`src/rtl/matmul_pkg.sv`:
```
// Shared constants, FSM state type and element-slice helper for the 4x4 matrix multiplier.
package matmul_pkg;

    localparam int DIM  = 4;
    localparam int EW   = 16;
    localparam int BUSW = 256;

    typedef enum logic [1:0] {IDLE, CALC, DONE, ACK} stateT;

    // Element [row][col] lives at bits [(4*row+col)*16 +: 16] of a packed matrix.
    function automatic logic [7:0] elemOffset(input logic [1:0] row, input logic [1:0] col);
        return {row, col, 4'b0000};
    endfunction

endpackage

```
`src/rtl/matrix_multiplication_if.sv`:
```
// Module bus between the execution engine (master) and the matrix multiplier (slave).
interface matrix_multiplication_if;
    import matmul_pkg::*;

    logic [BUSW-1:0] dataIn;
    logic            multRW;
    logic            multEN;
    logic            matDecide;
    logic [BUSW-1:0] dataOut;
    logic            multFleg;

    modport master (output dataIn, multRW, multEN, matDecide, input dataOut, multFleg);
    modport slave  (input dataIn, multRW, multEN, matDecide, output dataOut, multFleg);

endinterface

```
`src/rtl/matmul_dot4.sv`:
```
// Combinational 4-term dot product, each product and the sum kept modulo 2^16.
module matmul_dot4
    import matmul_pkg::*;
(
    input  logic [DIM-1:0][EW-1:0] rowVec,
    input  logic [DIM-1:0][EW-1:0] colVec,
    output logic [EW-1:0]          dot
);

    always_comb begin
        dot = '0;
        // NOTE: blocking assignments are correct here; the accumulation is combinational.
        for (int k = 0; k < DIM; k++) begin
            dot = dot + rowVec[k] * colVec[k];
        end
    end

endmodule

```
`src/rtl/matrix_multiplication.sv`:
```
// 4x4 16-bit wrap-around matrix multiplier slave (C = A x B).
// Build option MATMUL_FAST_EN: all 16 elements in one cycle instead of a 16-cycle MAC walk.
module matrix_multiplication
    import matmul_pkg::*;
(
    input  logic                    clk,
    input  logic                    RESET,
    matrix_multiplication_if.slave  bus
);

    stateT           state;
    stateT           stateNext;
    logic [BUSW-1:0] matA;
    logic [BUSW-1:0] matB;
    logic [BUSW-1:0] matC;
    logic [BUSW-1:0] matCNext;
    logic            loadAccept;
    logic            calcAccept;

    assign loadAccept = (state == IDLE) && bus.multEN && !bus.multRW;
    assign calcAccept = (state == IDLE) && bus.multEN &&  bus.multRW;

`ifdef MATMUL_FAST_EN
    logic [DIM*DIM-1:0][EW-1:0] fastDots;

    for (genvar r = 0; r < DIM; r++) begin : gRow
        for (genvar c = 0; c < DIM; c++) begin : gCol
            logic [DIM-1:0][EW-1:0] rowVec;
            logic [DIM-1:0][EW-1:0] colVec;

            always_comb begin
                for (int k = 0; k < DIM; k++) begin
                    rowVec[k] = matA[elemOffset(2'(r), 2'(k)) +: EW];
                    colVec[k] = matB[elemOffset(2'(k), 2'(c)) +: EW];
                end
            end

            matmul_dot4 uDot (.rowVec(rowVec), .colVec(colVec), .dot(fastDots[r*DIM+c]));
        end
    end

    always_comb begin
        matCNext = matC;
        if (calcAccept) matCNext = fastDots;
    end
`else
    logic [3:0]             index;
    logic [DIM-1:0][EW-1:0] selRow;
    logic [DIM-1:0][EW-1:0] selCol;
    logic [EW-1:0]          dotOut;

    // Index walks C in row-major order: row = index[3:2], col = index[1:0].
    always_comb begin
        for (int k = 0; k < DIM; k++) begin
            selRow[k] = matA[elemOffset(index[3:2], 2'(k)) +: EW];
            selCol[k] = matB[elemOffset(2'(k), index[1:0]) +: EW];
        end
    end

    matmul_dot4 uDot (.rowVec(selRow), .colVec(selCol), .dot(dotOut));

    always_comb begin
        matCNext = matC;
        if (state == CALC && bus.multEN) matCNext[elemOffset(index[3:2], index[1:0]) +: EW] = dotOut;
    end

    always_ff @(posedge clk or posedge RESET) begin
        if (RESET)                index <= '0;
        else if (calcAccept)      index <= '0;
        else if (state == CALC)   index <= index + 4'd1;
    end
`endif

    always_comb begin
        // NOTE: default first on every path so the next-state logic never infers a latch.
        stateNext = state;
        unique case (state)
            IDLE: begin
                if (loadAccept) stateNext = ACK;
`ifdef MATMUL_FAST_EN
                else if (calcAccept) stateNext = DONE;
`else
                else if (calcAccept) stateNext = CALC;
`endif
            end
`ifdef MATMUL_FAST_EN
            CALC: stateNext = IDLE;
`else
            CALC: begin
                if (!bus.multEN)        stateNext = IDLE;
                else if (index == 4'd15) stateNext = DONE;
            end
`endif
            DONE:    if (!bus.multEN) stateNext = IDLE;
            ACK:     stateNext = IDLE;
            default: stateNext = IDLE;
        endcase
    end

    // Outputs are registered from next-state values so they change exactly with the state.
    always_ff @(posedge clk or posedge RESET) begin
        // NOTE: operand and result storage is reset as well, so a product right after reset is all zeros.
        if (RESET) begin
            state        <= IDLE;
            matA         <= '0;
            matB         <= '0;
            matC         <= '0;
            bus.dataOut  <= '0;
            bus.multFleg <= 1'b0;
        end else begin
            // NOTE: all sequential state updates use non-blocking assignments.
            state        <= stateNext;
            matC         <= matCNext;
            bus.dataOut  <= (stateNext == DONE) ? matCNext : '0;
            bus.multFleg <= (stateNext == DONE) || (stateNext == ACK);
            if (loadAccept) begin
                if (bus.matDecide) matB <= bus.dataIn;
                else               matA <= bus.dataIn;
            end
        end
    end

endmodule

```
`src/flat_wrapper.sv`:
```
// flat-port wrapper written by rule: the top's interface ports become plain ports
module matrix_multiplication_flat import matmul_pkg::*;
  (clk, RESET, bus_dataIn, bus_multRW, bus_multEN, bus_matDecide, bus_dataOut, bus_multFleg);
  matrix_multiplication_if bus_i ();
  input  logic clk;
  input  logic RESET;
  input wire logic [$bits(bus_i.dataIn)-1:0] bus_dataIn;
  input wire logic [$bits(bus_i.multRW)-1:0] bus_multRW;
  input wire logic [$bits(bus_i.multEN)-1:0] bus_multEN;
  input wire logic [$bits(bus_i.matDecide)-1:0] bus_matDecide;
  output wire logic [$bits(bus_i.dataOut)-1:0] bus_dataOut;
  output wire logic [$bits(bus_i.multFleg)-1:0] bus_multFleg;
  assign bus_i.dataIn = bus_dataIn;
  assign bus_i.multRW = bus_multRW;
  assign bus_i.multEN = bus_multEN;
  assign bus_i.matDecide = bus_matDecide;
  assign bus_dataOut = bus_i.dataOut;
  assign bus_multFleg = bus_i.multFleg;
  matrix_multiplication u_core (.clk(clk), .RESET(RESET), .bus(bus_i));
endmodule
```
`config.mk`:
```
export PLATFORM = sky130hd
export DESIGN_NAME = matrix_multiplication_flat
export DESIGN_NICKNAME = d
export VERILOG_FILES = /design/src/rtl/matmul_pkg.sv /design/src/rtl/matrix_multiplication_if.sv /design/src/rtl/matmul_dot4.sv /design/src/rtl/matrix_multiplication.sv /design/src/flat_wrapper.sv
export SDC_FILE = /design/constraint.sdc
export NUM_CORES = 2
export LEC_CHECK = 0
export ABC_CLOCK_PERIOD_IN_PS = 93600
export CAP_MARGIN = 40
export CORE_UTILIZATION = 40
export CTS_CLUSTER_SIZE = 28
export DETAILED_ROUTE_END_ITERATION = 8
export PLACE_DENSITY = 0.65
export SLEW_MARGIN = 20
export SYNTH_ARGS = -nofsm -noshare
export SYNTH_HDL_FRONTEND = slang
export SYNTH_HIERARCHICAL = 1
export SYNTH_SLANG_ARGS = --single-unit
```
`constraint.sdc`:
```
create_clock -name clk -period 93.6 [get_ports clk]
set_input_delay 28.08 -clock clk [delete_from_list [all_inputs] [get_ports clk]]
set_output_delay 28.08 -clock clk [all_outputs]
set_load 0.02 [all_outputs]
```
# [Word level (Yosys, flattened, before mapping)]
# Cells that the tools add are included.
[word_totals] reg_bits=1031 latch_bits=0 word_cells=54 memories=0 out_inout_bits=257 rom_bits=0 ramBits=0 input_bits=261
[classes] n_reduce_logical=10 shift=10 eq_ne=6 add_sub_neg=5 magnitude_cmp=0 n_mux=11 bitwise=1 div_mod_pow=0 n_mul=4
[ops] op="variable part select 256 x 9 -> 16 bit" count=6
[ops] op="two-way mux 256 bit" count=2
[ops] op="bitwise mux 256 bit" count=1
[ops] op="variable shift 16 x 10 -> 256 bit, first input constant" count=1
[ops] op="variable part select 16 x 10 -> 256 bit" count=1
[ops] op="variable part select 256 x 7 -> 16 bit" count=1
[ops] op="variable part select 256 x 8 -> 16 bit" count=1
[ops] op="multiplier 16 x 16 -> 16 bit" count=4
[ops] op="adder 16 bit" count=3
[ops] op="two-way mux 2 bit" count=5
[ops] op="negation 8 -> 10 bit" count=1
[ops] op="equality test 2 bit, second input constant" count=4
[ops] op="two-way mux 4 bit" count=2
[ops] op="case mux 2 bit (4 select lines)" count=1
[ops] op="adder 4 x 1 -> 4 bit, second input constant" count=1
[ops] op="equality test 4 bit, second input constant" count=1
[ops] op="logical AND 1 bit" count=4
[ops] op="AND reduction 2 bit" count=2
[ops] op="equality test 2 x 1 -> 1 bit, second input constant" count=1
[ops] op="zero test 2 bit" count=1
[ops] op="nonzero test 2 bit" count=1
[ops] op="zero test 1 bit" count=1
[ops] op="logical OR 1 bit" count=1
[ops] op="NOT 1 bit" count=1

# [Logic depth before layout (Yosys ltp)]
[depth] word_depth=9 mapped_depth=37 mapped_depth_nobuf=32

# [By module]
# The synthesis kept the hierarchy.
[by_module_without_submodules] module="matrix_multiplication" cells_each=2813 instances=1 area_each_um2=42946.2 seq_area_each_um2=25799.7
[by_module_without_submodules] module="matmul_dot4" cells_each=1844 instances=1 area_each_um2=16324.4 seq_area_each_um2=0.0

# [Worst setup path after synthesis]
# OpenSTA, ideal clock, no wires.
[synth_path] kind="input to register" start="in bus_multEN" end="reg u_core.matC[134]" slack_ps=63782 n_path_buf=3 required_ps=93475 setup_ps=125 arrival_time_ps=29693 stages=7 path_cell_list="clkbuf_1 > and3b_1 > clkbuf_1 > nand4_1 > nor2_2 > buf_6 > mux2_2"
[synth_via] elab_chain_len=2
[synth_lines] element="from (decl)" line="flat_wrapper.sv:9" text="input wire logic [$bits(bus_i.multEN)-1:0] bus_multEN;"
[synth_lines] element="logical AND 1 bit" line="matrix_multiplication.sv:64" text="if (state == CALC && bus.multEN) matCNext[elemOffset(index[3:2], index[1:0]) +: EW] = dotOut;"
[synth_lines] element="two-way mux 256 bit" line="matrix_multiplication.sv:64"
[synth_lines] element="via u_core.matCNext[134]" line="matrix_multiplication.sv:16" text="logic [BUSW-1:0] matCNext;"
[synth_lines] element="to (signal assigned)" line="matrix_multiplication.sv:113" text="matC <= matCNext;"
[synth_lines] element="to (decl)" line="matrix_multiplication.sv:15" text="logic [BUSW-1:0] matC;"
# The timed path passes the listed nets, and every way through them passes these cells.
# A chain may end at the register's enable or synchronous reset.

==> metrics <==
ANT nets after route 0; most common library cell in the layout ignoring fill and taps dfrtp_1; count of endpoints failing hold in the final timing report 0; number of buffers added on ports roughly 520; startpoint kind of the worst setup timing path input pin; clock tree root driver cell clkbuf_16; global-route total usage across every layer 24.8%; quantity of hold-fixing buffers added after cts 0; post-route clock period utilization roughly a third; Slew headroom between 30% and 40%; post-detail-place hpwl approximately 140 mm; class of the worst hold path flop to flop; Synth Area in Simple Gates around a tenth; Seq/Total Area, Yosys 43.5%; count of non-filler cells in the finished layout 7092; net total in the final layout just under 6000; primary flip-flop cell chosen by synthesis mapping dfrtp_1; stage delay of the slowest cell on the critical path about 0.53 ns; Worst path most repeated cell buf_4; DIE HEIGHT ~390 µm; max-cap check violation count 0; die outline area 0.150 mm²; number of buffers on the longest clock path 3; Mapped Area around 0.059 mm²; asr flop ratio synth 100%; CTS tree built; Via density approximately 5.4; post-CTS setup buffer count 0; CP cell instances clkdlybuf4s50_1 -> inv_8 -> buf_4 -> buf_12 -> buf_4 -> buf_16 -> buf_4 -> buf_16 -> buf_4 -> buf_16; detailed-route wire length around 180 mm; Area growth, synth to finish 18.7%; synthesis warning total 6; CP Data Arrival Time 31.99 ns; outcome completed; per-instance average area after synthesis around 13 µm²; most used cells in the layout excluding fill and tap cells dfrtp_1, mux2_2, inv_1; standard cell core area around 0.15 mm²; synthesized instance count between 4000 and 5000; Worst Setup Path Type input pin to async pin; final sum of negative setup slack 0 ns; Synth Area in Compound Gates less than 1%; worst slack after detailed placement between 60 and 70 ns; routed len/inst 26.0 µm; ranking of synthesized cells by area dfrtp_1, mux2_2, fa_1, mux4_2, ha_1; largest net degree at the start of global routing 210; Worst Skew 0.118 ns; share of synthesized area spent on multiplexers roughly 22%; Worst Tran Pin Value between 0.9 and 1 ns; IO Pins approximately 520; largest area contributor in the synthesized netlist dfrtp_1; synthesis-stage register bit count between 1000 and 1500; cell count after placement ~7000; library cells used by synthesis 55; fraction of synthesized cell area in xor and xnor cells under 10%; placer's final routability congestion estimate around 0.95; # fillers between 10000 and 15000; dominant combinational cell family by area after synthesis multiplexers; count of vias placed by the detailed router 38000; Num CTS Buffers around 110; Min Clock Period, post-route slightly above 30 ns; final worst-path setup slack approximately 63 ns; crit path max-delay cell type buf_4; CTS H-Tree Depth 3; number of antenna violations at the first check in global routing 18; clock-pin slew on the worst setup and hold paths roughly 0.060 ns; number of optimization iterations in the first detailed-route pass 6; share of layout cells above drive strength 1 ~23%; standard-cell rows 140; global-route wire length before repair between 200 and 300 mm; Core Util, Final about half; initial DRC count between 3000 and 4000; highest clock rate 0.0322 GHz; vias in the first global route 39800; worst endpoint required time 94.53 ns; unrepaired setup endpoints after global routing false; synthesized-area fraction occupied by adder cells about 17%; GRT Residual Overflow 0; final count of pins violating max slew 0; DRC violation count after routing 0; final setup violation count 0; Synth top area share 43.5%; maximum net fanout on the critical path 107; number of gates given a new drive strength after cts 0; net count of the mapped netlist ~5500; # clock sinks approximately 1000; count of flip-flops with a built-in enable after synthesis 0; kind of end point of the critical path async pin; insertion delay of the later-clocked pin in the worst-skew pair roughly 0.77 ns; die outline width 387 µm; starting density of the core between 40% and 50%
-- worst paths after layout --
check                                            start                                end  slack, ns  cells after the start
setup / recovery                                 RESET        u_core/matB[90]$_DFFE_PP0P_      62.53                     10
hold / removal               u_core/matC[92]$_DFF_PP0_   u_core/bus.dataOut[92]$_DFF_PP0_       0.47                      1
setup reg to reg           u_core/index[0]$_DFFE_PP0P_  u_core/bus.dataOut[239]$_DFF_PP0_      81.89                     31
hold reg to reg              u_core/matC[92]$_DFF_PP0_   u_core/bus.dataOut[92]$_DFF_PP0_       0.47                      1
max in group clk                            bus_multEN        u_core/matA[28]$_DFFE_PP0P_      62.65                      9
min in group asynchronous                        RESET  u_core/bus.dataOut[105]$_DFF_PP0_      27.92                      2
-- layout make-up --
| type | count | area [µm²] | share of cell area [%] |
|---|---|---|---|
| Tap cell | 1917 | 2400 | 3.41 |
| Clock buffer | 156 | 3140 | 4.46 |
| Multi-Input combinational cell | 2818 | 30200 | 42.9 |
| Clock inverter | 39 | 518 | 0.736 |
| Inverter | 521 | 1960 | 2.79 |
| Antenna cell | 6 | 15.0 | 0.0213 |
| Sequential cell | 1031 | 25800 | 36.7 |
| Timing Repair Buffer | 604 | 6360 | 9.03 |
-- cell usage after synthesis, drive strengths merged, types with 2 or more instances --
cell,count
a211o,2
a21o,11
a21oi,18
a22o,2
a41oi,3
and2,313
and3,144
and3b,2
buf,99
clkbuf,188
dfrtp,1031
fa,390
ha,184
inv,521
mux2,752
mux2i,128
mux4,128
nand2,286
nand2b,6
nand3,219
nand4,17
nor2,29
nor2b,3
nor3,4
nor3b,17
o21ai,7
o21bai,2
or2,2
or3,2
xnor2,112
xor2,25
-- cells by family (layout without fill, tap and decap cells) --
group                    after synthesis  after routing
AO/OA/AOI/OAI                         51             51
XOR/XNOR                             138            138
adder cells (fa/ha/maj)              574            574
buffers and inverters                808           1320
flip-flops                          1031           1031
multiplexers                        1008           1008
other                                  0              6
AND/OR/NAND/NOR                     1047           1047
-- flip-flops by register name, summed over array words and instances, names as in the netlist --
register,count
u_core/matB,256
u_core/bus.dataOut,256
u_core/matA,256
u_core/bus.multFleg,1
u_core/state,2
u_core/matC,256
u_core/index,4
-- per-stage QoR --
step / hold WS (ns) / area, µm²
floorplan: 0.465 / 59300
global placement: 0.476 / 65900
detailed placement: 0.478 / 66500
CTS: 0.474 / 70200
global route: 0.491 / 70300
finish: 0.472 / 70400
-- metal layers --
metal  part of all wire [%]  wire (µm)  track usage (%)  vias up
li1                       -          -                -    16200
met1                     41      76000             33.2    20100
met2                     47      86200             39.3     1377
met3                    6.5      11900             4.03      350
met4                    5.3       9830             11.9       12
met5                  0.042         77                0        -
-- worst max-delay path, delay by kind of cell --
kind	cells	cell delay [ns]
buffers and inverters	10	3.63
Power is not shown: default switching activity piles up to over one toggle a cycle in this logic, so the estimate is an artifact.
